==> src/rtl/fp8_pkg.sv <==
// Shared FP8 format constants and the per-element format selector.
package fp8_pkg;

  typedef enum logic {
    FMT_E4M3 = 1'b0,
    FMT_E5M2 = 1'b1
  } fp8_fmt_e;

  localparam int FP16_BIAS = 15;
  localparam int E4M3_BIAS = 7;
  localparam int E5M2_BIAS = 15;

  // Magnitude bytes (sign excluded)
  localparam logic [6:0] E4M3_MAX = 7'h7E;
  localparam logic [6:0] E5M2_MAX = 7'h7B;
  localparam logic [6:0] E4M3_NAN = 7'h7F;
  localparam logic [6:0] E5M2_NAN = 7'h7E;

endpackage

==> src/rtl/fp16_to_fp8_round.sv <==
// FP16 -> FP8 (E4M3/E5M2) converter: RNE, saturating overflow, flush-to-zero.
// Purely combinational; sat flags an overflowing or infinite input.
module fp16_to_fp8_round
  import fp8_pkg::*;
(
  input  logic [15:0] fp16,
  input  fp8_fmt_e    fmt,
  output logic [7:0]  fp8,
  output logic        sat
);

  localparam logic [5:0] E4M3_EOFF = 6'(FP16_BIAS - E4M3_BIAS);
  localparam logic [5:0] E5M2_EOFF = 6'(FP16_BIAS - E5M2_BIAS);

  logic       sgn;
  logic [4:0] e16;
  logic [9:0] man;
  logic       is_e5;
  logic [5:0] eoff;
  logic [5:0] e8;
  logic [5:0] e8r;
  logic       uflow;
  logic       rnd4;
  logic       rnd5;
  logic [3:0] sum4;
  logic [2:0] sum5;
  logic       carry;
  logic       ovf;
  logic [6:0] max_fin;
  logic [6:0] nan_code;

  assign sgn   = fp16[15];
  assign e16   = fp16[14:10];
  assign man   = fp16[9:0];
  assign is_e5 = (fmt == FMT_E5M2);
  assign eoff  = is_e5 ? E5M2_EOFF : E4M3_EOFF;

  // Zero/subnormal inputs also land here, since their exponent is 0
  assign uflow = ({1'b0, e16} <= eoff);
  assign e8    = {1'b0, e16} - eoff;

  assign rnd4  = man[6] & (man[7] | (|man[5:0]));
  assign rnd5  = man[7] & (man[8] | (|man[6:0]));
  assign sum4  = {1'b0, man[9:7]} + {3'b000, rnd4};
  assign sum5  = {1'b0, man[9:8]} + {2'b00, rnd5};
  assign carry = is_e5 ? sum5[2] : sum4[3];
  assign e8r   = e8 + {5'b00000, carry};

  // E4M3 reserves exponent 15 with mantissa 111 for NaN
  assign ovf = is_e5 ? (e8r >= 6'd31)
                     : ((e8r > 6'd15) || ((e8r == 6'd15) && (sum4[2:0] == 3'b111)));

  assign max_fin  = is_e5 ? E5M2_MAX : E4M3_MAX;
  assign nan_code = is_e5 ? E5M2_NAN : E4M3_NAN;

  always_comb begin
    fp8 = {sgn, 7'h00};
    sat = 1'b0;
    if (e16 == 5'h1F) begin
      if (|man) begin
        fp8 = {sgn, nan_code};
      end else begin
        fp8 = {sgn, max_fin};
        sat = 1'b1;
      end
    end else if (uflow) begin
      fp8 = {sgn, 7'h00};
    end else if (ovf) begin
      fp8 = {sgn, max_fin};
      sat = 1'b1;
    end else if (is_e5) begin
      fp8 = {sgn, e8r[4:0], sum5[1:0]};
    end else begin
      fp8 = {sgn, e8r[3:0], sum4[2:0]};
    end
  end

endmodule

==> src/rtl/fp16_to_fp8_packer.sv <==
// Streams FP16 elements to FP8 and packs four lanes per 32-bit word; 2-cycle latency.
// S2 keeps filling free lanes under backpressure; only a completing element stalls S1.
module fp16_to_fp8_packer
  import fp8_pkg::*;
#(
  parameter int CNT_W = 16
) (
  input  logic             clk,
  input  logic             rst_n,
  input  logic             e5m2mode,
  input  logic             in_valid,
  output logic             in_ready,
  input  logic [15:0]      in_data,
  input  logic             in_last,
  output logic             out_valid,
  input  logic             out_ready,
  output logic [31:0]      out_data,
  output logic [3:0]       out_keep,
  output logic [CNT_W-1:0] sat_cnt
);

  fp8_fmt_e    fmt;
  logic [7:0]  cvt_byte;
  logic        cvt_sat;

  logic        s1_full;
  logic [7:0]  s1_byte;
  logic        s1_last;

  logic [1:0]  lane;
  logic [31:0] acc_data;
  logic [3:0]  acc_keep;

  logic        in_fire;
  logic        s1_done;
  logic        out_free;
  logic        s1_drain;
  logic [31:0] lane_data;
  logic [3:0]  lane_keep;

  assign fmt = e5m2mode ? FMT_E5M2 : FMT_E4M3;

  fp16_to_fp8_round u_round (
    .fp16 (in_data),
    .fmt  (fmt),
    .fp8  (cvt_byte),
    .sat  (cvt_sat)
  );

  assign s1_done   = s1_last || (lane == 2'd3);
  assign out_free  = !out_valid || out_ready;
  assign s1_drain  = s1_full && (!s1_done || out_free);
  assign in_ready  = !s1_full || s1_drain;
  assign in_fire   = in_valid && in_ready;
  assign lane_data = {24'h000000, s1_byte} << {lane, 3'b000};
  assign lane_keep = 4'b0001 << lane;

  always_ff @(posedge clk or negedge rst_n) begin
    if (!rst_n) begin
      s1_full <= 1'b0;
      s1_byte <= 8'h00;
      s1_last <= 1'b0;
      sat_cnt <= '0;
    end else begin
      if (in_fire) begin
        s1_full <= 1'b1;
        s1_byte <= cvt_byte;
        s1_last <= in_last;
      end else if (s1_drain) begin
        s1_full <= 1'b0;
      end
      if (in_fire && cvt_sat && (sat_cnt != {CNT_W{1'b1}})) begin
        sat_cnt <= sat_cnt + CNT_W'(1);
      end
    end
  end

  always_ff @(posedge clk or negedge rst_n) begin
    if (!rst_n) begin
      lane      <= 2'd0;
      acc_data  <= 32'h0;
      acc_keep  <= 4'h0;
      out_valid <= 1'b0;
      out_data  <= 32'h0;
      out_keep  <= 4'h0;
    end else if (s1_drain && s1_done) begin
      out_valid <= 1'b1;
      out_data  <= acc_data | lane_data;
      out_keep  <= acc_keep | lane_keep;
      acc_data  <= 32'h0;
      acc_keep  <= 4'h0;
      lane      <= 2'd0;
    end else begin
      if (out_ready) begin
        out_valid <= 1'b0;
      end
      if (s1_drain) begin
        acc_data <= acc_data | lane_data;
        acc_keep <= acc_keep | lane_keep;
        lane     <= lane + 2'd1;
      end
    end
  end

endmodule

==> config.mk <==
export PLATFORM = sky130hd
export DESIGN_NAME = fp16_to_fp8_packer
export DESIGN_NICKNAME = d
export VERILOG_FILES = /design/src/rtl/fp8_pkg.sv /design/src/rtl/fp16_to_fp8_round.sv /design/src/rtl/fp16_to_fp8_packer.sv
export SDC_FILE = /design/constraint.sdc
export NUM_CORES = 1
export LEC_CHECK = 0
export CAP_MARGIN = 20
export CORE_MARGIN = 3
export CORE_UTILIZATION = 50
export CTS_CLUSTER_DIAMETER = 30
export CTS_CLUSTER_SIZE = 12
export DETAILED_ROUTE_END_ITERATION = 7
export HOLD_SLACK_MARGIN = 0.1
export PLACE_DENSITY = 0.74
export SLEW_MARGIN = 20
export SYNTH_ARGS = -nofsm -noshare
export SYNTH_HDL_FRONTEND = slang
export SYNTH_HIERARCHICAL = 1
export SYNTH_SLANG_ARGS = --single-unit
==> constraint.sdc <==
create_clock -name clk -period 2.3 [get_ports clk]
set_input_delay 0.23 -clock clk [delete_from_list [all_inputs] [get_ports clk]]
set_output_delay 0.23 -clock clk [all_outputs]
set_load 0.05 [all_outputs]
==> results.sh <==
export IMPL_outcome="finished with violations"
export IMPL_violations="negative setup slack"
export IMPL_hold_path_class="in -> async"
export IMPL_max_freq_ghz=0.337
export IMPL_pwr_density_cell_mw_per_mm2=1110
export IMPL_track_usage_pct=23.3
export IMPL_layout_drive_gt1_share_pct=21.7
export IMPL_critical_path_top_delay_family="simple AND/OR/NAND/NOR gates"
export IMPL_crit_chain="buf_6 > and2_4 > ha_4 > nand2_2 > o21ai_2 > ha_2 > inv_2 > ha_4 > xnor2_2 > or3b_4 > or4_4 > nand3_2 > a32o_2 > nand4_1 > a311oi_2 > nand4b_1 > xnor2_1"
export IMPL_maxSlewViolCount=0
export IMPL_irDropWorstVdd_uv=828
export IMPL_cp_max_fo=3
export IMPL_slew_headroom_pct=53.6
export IMPL_synth_nets=566
export IMPL_numClockSinks=101
export IMPL_slowest_stage="or4_4"
export IMPL_io_buffers=75
export IMPL_syn_inst=526
export IMPL_setup_worst_path_end_class="register"
export IMPL_num_vias=4314
export IMPL_viasPerCell=5.53
export IMPL_synth_cell_types=56
export IMPL_cap_violations=0
export IMPL_num_rows=35
export IMPL_cts_made_buffers=9
export IMPL_core_mm2=0.00946
export IMPL_drtIter0Drc=249
export IMPL_ctsHtreeMaxLevel=3
export IMPL_path_common_cell="ha_4"
export IMPL_worst_pin_slew_ps=695
export IMPL_ff2ff_path_depth=5
export IMPL_hold_viol=0
export IMPL_place_ws_ps=-1460
export IMPL_stdcell_area_mm2=0.00678
export IMPL_place_area_mm2=0.00624
export IMPL_rsz0062_at_grt="yes"
export IMPL_ctsLongestPathBuffers=2
export IMPL_crit_type="in -> reg"
export IMPL_startpoint_type="input port"
export IMPL_n_antenna_cell=0
export IMPL_critical_path_max_stage_delay_ps=540
export IMPL_finalCritPeriodShare_pct=129
export IMPL_yosys_warnings=6
export IMPL_final_util_pct=71.7
export IMPL_fillers=686
export IMPL_timing_rr_start="lane[0]"
export IMPL_routedWlPerCell_um=16.1
export IMPL_die_w_um=106
export IMPL_antenna_left=0
export IMPL_worst_path_buf_inv=2
export IMPL_ys_ff_latch=101
export IMPL_dieArea_mm2=0.0112
export IMPL_die_y_um=106
export IMPL_synth_commonest_cells="dfrtp_1, nand2_1, a21oi_1"
export IMPL_grt_pass1_vias=4346
export IMPL_routabilityCongestion=0.885
export IMPL_yosysMostFrequentCell="dfrtp_1"
export IMPL_ios=76
export IMPL_postSynthAreaPerCell_um2=9.50
export IMPL_synth_area_top_cells="dfrtp_1, a21oi_1, nand2_1"
export IMPL_fin_cells=780
export IMPL_start_util_pct=52.8
export IMPL_seq_area_frac_synth_pct=50.6
export IMPL_async_flop_share_pct=100
export IMPL_grt_pass1_wl_um=21100
export IMPL_syn_to_final_growth_pct=35.6
export IMPL_period_minus_slack_ps=2970
export IMPL_clk_root_buffer_cell="clkbuf_8"
export IMPL_layout_setup_ws_ps=-668
export IMPL_synth_top_area_share_pct=50.6
export IMPL_drt_wl_total_um=12600
export IMPL_clkTransAtPathRegs_ps=90
export IMPL_dr_pass1_iters=4
export IMPL_grt_antenna_before_repair=0
export IMPL_finClkSkew_ps=12.6
export IMPL_setup_viol=23
export IMPL_rr_endpoint="acc_data[12]"
export IMPL_synth_edf_count=0
export IMPL_drcViolationCount=0
export IMPL_yosysTopAreaCell="dfrtp_1"
export IMPL_place_inst=751
export IMPL_tritoncts="built"
export IMPL_rrSetupSlack_ps=240
export IMPL_crit_arrival_ps=3220
export IMPL_clk_latency_ps=370
export IMPL_fin_nets=686
export IMPL_hpwl_um=8790
export IMPL_overflow=0
export IMPL_synth_area_mm2=0.00500
export IMPL_synthFlopType="dfrtp_1"
export IMPL_worstPathRequired_ps=2550
export IMPL_grt_max_degree=64
export IMPL_fin_setup_tns_ps=-11280
export IMPL_p_leak_nw=2.97
==> flip-flops by register name, indices dropped and copies added (netlist names) <==
signal and flops:
acc_keep 4, out_valid 1, s1_last 1, out_keep 4, lane 2, s1_full 1, out_data 32, sat_cnt 16
s1_byte 8, acc_data 32
==> worst reg2reg max path, cell delays in order (launching register included) <==
cell and delay (ps):
dfrtp_1 400, ha_1 260, or2_2 490, a2111oi_4 590, a21oi_1 140, nor2_1 110
==> final cells by class <==
| cell class | count | area, µm² | area share (%) |
|---|---|---|---|
| Clock buffer | 9 | 124 | 1.83 |
| Sequential cell | 101 | 2530 | 37.3 |
| Multi-Input combinational cell | 387 | 2590 | 38.2 |
| Timing Repair Buffer | 136 | 1260 | 18.7 |
| Clock inverter | 7 | 67.6 | 0.997 |
| Inverter | 11 | 41.3 | 0.609 |
| Tap cell | 129 | 161 | 2.38 |
==> layer usage <==
layer  part of all wire [%]  global-route usage, %  vias up
met2                     53                   41.7      102
met1                     42                   29.4     2115
met3                    3.9                   3.16       18
met4                    1.5                   6.94        0
met5                      0                      0        -
li1                       -                      -     2079
==> power by group <==
part,switching (mW),internal (mW)
registers,0.451,2.37
clock network,0.677,0.420
logic,2.32,1.29
total,3.45,4.09
==> worst max path at each step <==
stage | startpoint | end | cells after the start
finish | in_data[8] | sat_cnt[15] | 17
global route | in_data[8] | sat_cnt[15] | 17
CTS | in_data[8] | sat_cnt[1] | 18
detailed placement | in_data[7] | sat_cnt[1] | 17
global placement | in_data[7] | sat_cnt[1] | 17
floorplan | in_data[7] | sat_cnt[1] | 16
==> placed cells by master, fill, tap and decap left out, drive strengths merged, types with 6 or more instances in the layout <==
master / n
a2111oi: 6
a21oi: 69
a31oi: 8
and2: 7
buf: 65
clkbuf: 9
clkdlybuf4s50: 64
dfrtp: 101
ha: 18
inv: 14
nand2: 86
nand3: 16
nand4: 8
nor2: 53
o21ai: 43
or4: 6
xnor2: 13
xor2: 6
==> what timing repair did <==
item	CTS	global route
gates resized for setup	44	17
setup endpoints to repair	24	23
hold endpoints to repair	42	0
pin swaps	19	10
hold buffers	1	0
setup buffers	10	2
==> logic make-up (layout without fill, tap and decap cells) <==
logic type | Yosys count | in the layout | synth area share [%]
adder cells (fa/ha/maj) | 18 | 18 | 4.51
flip-flops | 101 | 101 | 50.6
AO/OA/AOI/OAI | 139 | 139 | 17.7
AND/OR/NAND/NOR | 207 | 207 | 19.7
XOR/XNOR | 19 | 19 | 3.33
buffers and inverters | 38 | 163 | 3.25
multiplexers | 4 | 4 | 0.926
==> through the flow <==
| step | power [mW] | hold slack (ps) |
|---|---|---|
| after global routing | 8.00 | 418 |
| final | 7.54 | 411 |
| after floorplan | 5.06 | -65.6 |
| after detailed placement | 6.32 | 280 |
| after CTS | 7.48 | 417 |
| after global placement | 6.20 | 267 |
Power figures use the tool's default switching activity.
==> edit 1, RTL diff (same settings) <==
Set the parameter `CNT_W` to 24 (it was 16).
--- a/src/rtl/fp16_to_fp8_packer.sv
+++ b/src/rtl/fp16_to_fp8_packer.sv
@@ -3,7 +3,7 @@
 module fp16_to_fp8_packer
   import fp8_pkg::*;
 #(
-  parameter int CNT_W = 16
+  parameter int CNT_W = 24
 ) (
   input  logic             clk,
   input  logic             rst_n,
Interface: changed (resized sat_cnt); port bits go from 76 to 84. The function was not compared with the original's and may differ.
==> edit 1 against the original RTL <==
  * The flow still finishes with violations (negative setup slack)
  * Via count shrank 1.3%
  * Final area rose by 6.0%
  * Sequential power increased by 8.1%
  * Sequential cell count rose by 8
  * Count of clock-buffer cells in the layout up 2
  * Global-route usage fell by 1.8 points
  * Wire length fell by 5.4%
  * Worst setup slack gained 0.20 ns
  * Area after synthesis is 3.9% higher
  * Power increased by 8.2%
  * Register-to-register slack worse by 0.20 ns
  * Critical path type unchanged
==> edit 1: results <==
metrics = {
    "run_status": {
        "status": "finished, violations left",
        "violations": "negative setup slack",
    },
    "cells_and_area": {
        "final.fill_count": 739,
        "reg.largest.list": "acc_data x32, out_data x32, sat_cnt x24",
    },
    "worst_setup_path": {
        "reg2reg_to": "sat_cnt[22]$_DFFE_PN0P_",
        "arrival_ns": 3.07,
        "r2r-start": "sat_cnt[0]$_DFFE_PN0P_",
        "worst-r2r-cell-count": 7,
        "reg2reg_slack_ns": 0.04,
    },
    "synthesis": {
        "ys_seq_area_frac": 0.525,
        "yosysUniqueCellTypes": 55,
    },
    "global_routing": {
        "grt_max_degree": 52,
        "first_global_vias": 4227,
        "grt_use_met3": 0.0486,
        "globalRouteMet1Util": 0.282,
        "grtUsageMet2": 0.360,
    },
    "sta": {
        "finClkSkew_ns": 0.0102,
        "worst_slack_ns": -0.467,
        "finalSetupTns_ns": -9.85,
        "finalSetupViolations": 31,
    },
    "place": {
        "place_inst": 768,
        "pre_cts_ws_ns": -1.38,
    },
    "route": {
        "drtIter0Drc": 224,
        "via_count": 4259,
        "dr_wl_met3_microns": 616,
    },
    "pwr": {
        "ir_drop_v": 0.000722,
    },
}
## edit 1: changes by cell type after synthesis, moves of 4 or more
cell	change
a2111oi_4	-4
a21oi_1	+35
clkbuf_1	-5
dfrtp_1	+8
mux2_2	+9
nand2_1	-59
nor2_1	+40
nor3_1	+8
o21ai_0	-35
xor2_1	+8
## edit 1: how the worst max path moves through the flow
stage	endpoint	cells past startpoint	slack, ns	from
2_1_floorplan	sat_cnt[23]$_DFFE_PN0P_	15	-0.65	in_data[7]
3_3_place_gp	sat_cnt[23]$_DFFE_PN0P_	16	-1.23	in_data[7]
3_5_place_dp	sat_cnt[7]$_DFFE_PN0P_	16	-1.38	in_data[7]
4_1_cts	sat_cnt[0]$_DFFE_PN0P_	17	-0.41	in_data[8]
5_1_grt	sat_cnt[22]$_DFFE_PN0P_	17	-0.52	in_data[8]
6_report	sat_cnt[22]$_DFFE_PN0P_	17	-0.47	in_data[8]
## edit 1: final cells by class
class                   count  area (sq um)  share of cell area
clock inverters             5          81.3              0.0113
multi-input cells         383          2680               0.373
inverters                  12          45.0             0.00627
clock buffers              11           151              0.0211
repair buffers            140          1330               0.185
flip-flops and latches    109          2730               0.380
well taps                 133           166              0.0232
## edit 1: power by group
part | switching (mW) | internal (mW)
clock network | 0.622 | 0.675
registers | 0.495 | 2.56
logic | 2.42 | 1.39
## edit 1: repair_timing
action | in CTS | in global routing
endpoints found under the hold margin | 34 | 0
pin swaps | 24 | 17
endpoints found under the setup margin | 31 | 63
gates resized for setup | 56 | 35
cloned | 0 | 0
buffers inserted | 3 | 5
hold buffers | 1 | 0
## edit 1: cell families after synthesis
logic type      count (synthesis)  synth area share
buf+inv                        34            0.0268
flops                         109             0.525
fa+ha+maj                      18            0.0434
mux                            13            0.0277
xor+xnor                       27            0.0456
simple gates                  193             0.184
compound gates                132             0.147
==> edit 2, RTL diff (config.mk and constraints unchanged) <==
Without the edit above. Reset style: synchronous (`rst_n`), changed in 2 clocked blocks.
--- a/src/rtl/fp16_to_fp8_packer.sv
+++ b/src/rtl/fp16_to_fp8_packer.sv
@@ -55,7 +55,7 @@
   assign lane_data = {24'h000000, s1_byte} << {lane, 3'b000};
   assign lane_keep = 4'b0001 << lane;
 
-  always_ff @(posedge clk or negedge rst_n) begin
+  always_ff @(posedge clk) begin
     if (!rst_n) begin
       s1_full <= 1'b0;
       s1_byte <= 8'h00;
@@ -75,7 +75,7 @@
     end
   end
 
-  always_ff @(posedge clk or negedge rst_n) begin
+  always_ff @(posedge clk) begin
     if (!rst_n) begin
       lane      <= 2'd0;
       acc_data  <= 32'h0;
Check against the original RTL: differs if rst_n is asserted again (counterexample within 4 cycles, from zero or initial values and one cycle with rst_n low); with rst_n held inactive, the same outputs for 4 cycles.
==> edit 2 against the original RTL <==
  * The flow still finishes with violations (negative setup slack)
  * Worst setup slack worse by 0.081 ns
  * Wire length about the same
  * Sequential share of layout area down 6.5 points
  * Cell count up 2.3%
  * Count of clock-buffer cells in the layout unchanged
  * Area after synthesis down 4.6%
  * Utilization down 0.66 points
  * Via count up 4.1%
  * Sequential cell count unchanged
  * Final area down 3.2%
  * Synthesized cell count up 3.0%
  * Highest routed layer unchanged
Power is not compared: it rests on default switching activity, and its combinational part moved more than twofold at a synthesized area within 25%.
==> edit 2: results <==
metrics = {
    "run_status": {
        "violations": "negative setup slack",
        "status": "finished, violations left",
    },
    "sta": {
        "finClkSkew_ns": 0.0118,
        "finalSetupViolations": 23,
        "worst_slack_ns": -0.749,
    },
    "cells_and_area": {
        "clk_share": 0.0292,
        "multi_input_comb_cells": 399,
        "signal_buffers": 142,
        "nonClkBufAreaFrac": 0.196,
    },
    "global_routing": {
        "grt_usage": 0.235,
        "grt_pass1_wl_microns": 21200,
    },
    "place": {
        "dpl.hpwl_microns": 8630,
        "pre_cts_ws_ns": -1.51,
        "place_inst": 770,
    },
    "worst_setup_path": {
        "arrival_ns": 3.35,
        "r2r-start": "sat_cnt[0]$_SDFFE_PN0P_",
        "worstSetupEndpoint": "sat_cnt[2]$_SDFFE_PN0P_",
        "worst-r2r-cell-count": 6,
        "crit_fanout": 8,
    },
    "synthesis": {
        "ys_seq_area_frac": 0.424,
        "synth_xor_area_frac": 0.0110,
        "muxShareOfSynthArea": 0.0422,
        "syn_area_per_cell_sq_um": 8.80,
        "synth_compound_area_frac": 0.187,
        "yosysUniqueCellTypes": 61,
        "synth_nets": 582,
    },
    "route": {
        "drtIter0Drc": 264,
        "post_drt_wl_per_cell_microns": 15.8,
        "routed-wl-met2_microns": 6270,
        "viasPerCell": 5.63,
    },
}
-- edit 2: per-stage QoR --
stage / area, sq um / utilization / TNS [ns] / hold slack (ns)
after floorplan: 4830 / - / -14.72 / 0.347
after global placement: 6020 / 0.652 / -28.42 / 0.448
after detailed placement: 6020 / 0.652 / -30.34 / 0.458
after CTS: 6420 / 0.695 / -12.30 / 0.464
after global routing: 6560 / 0.710 / -14.98 / 0.481
final: 6560 / 0.710 / -12.47 / 0.467
-- edit 2: per-layer routing --
metal | vias up | track usage
met3 | 25 | 0.0324
met2 | 110 | 0.407
met1 | 2150 | 0.301
met5 | - | 0
met4 | 0 | 0.0817
li1 | 2208 | -
-- edit 2: what timing repair did --
item                       CTS  global route
pin swaps                   27             9
cloned                       1             0
resized for setup           49            18
buffers inserted             8             3
setup endpoints to repair   23            23
-- edit 2: where the power goes --
group          leakage (nW)  total [mW]  internal [mW]  switching [mW]
Combinational          1.46       0.813          0.376           0.436
Clock                0.0924        1.08          0.419           0.658
Sequential            0.819        1.88           1.80          0.0761
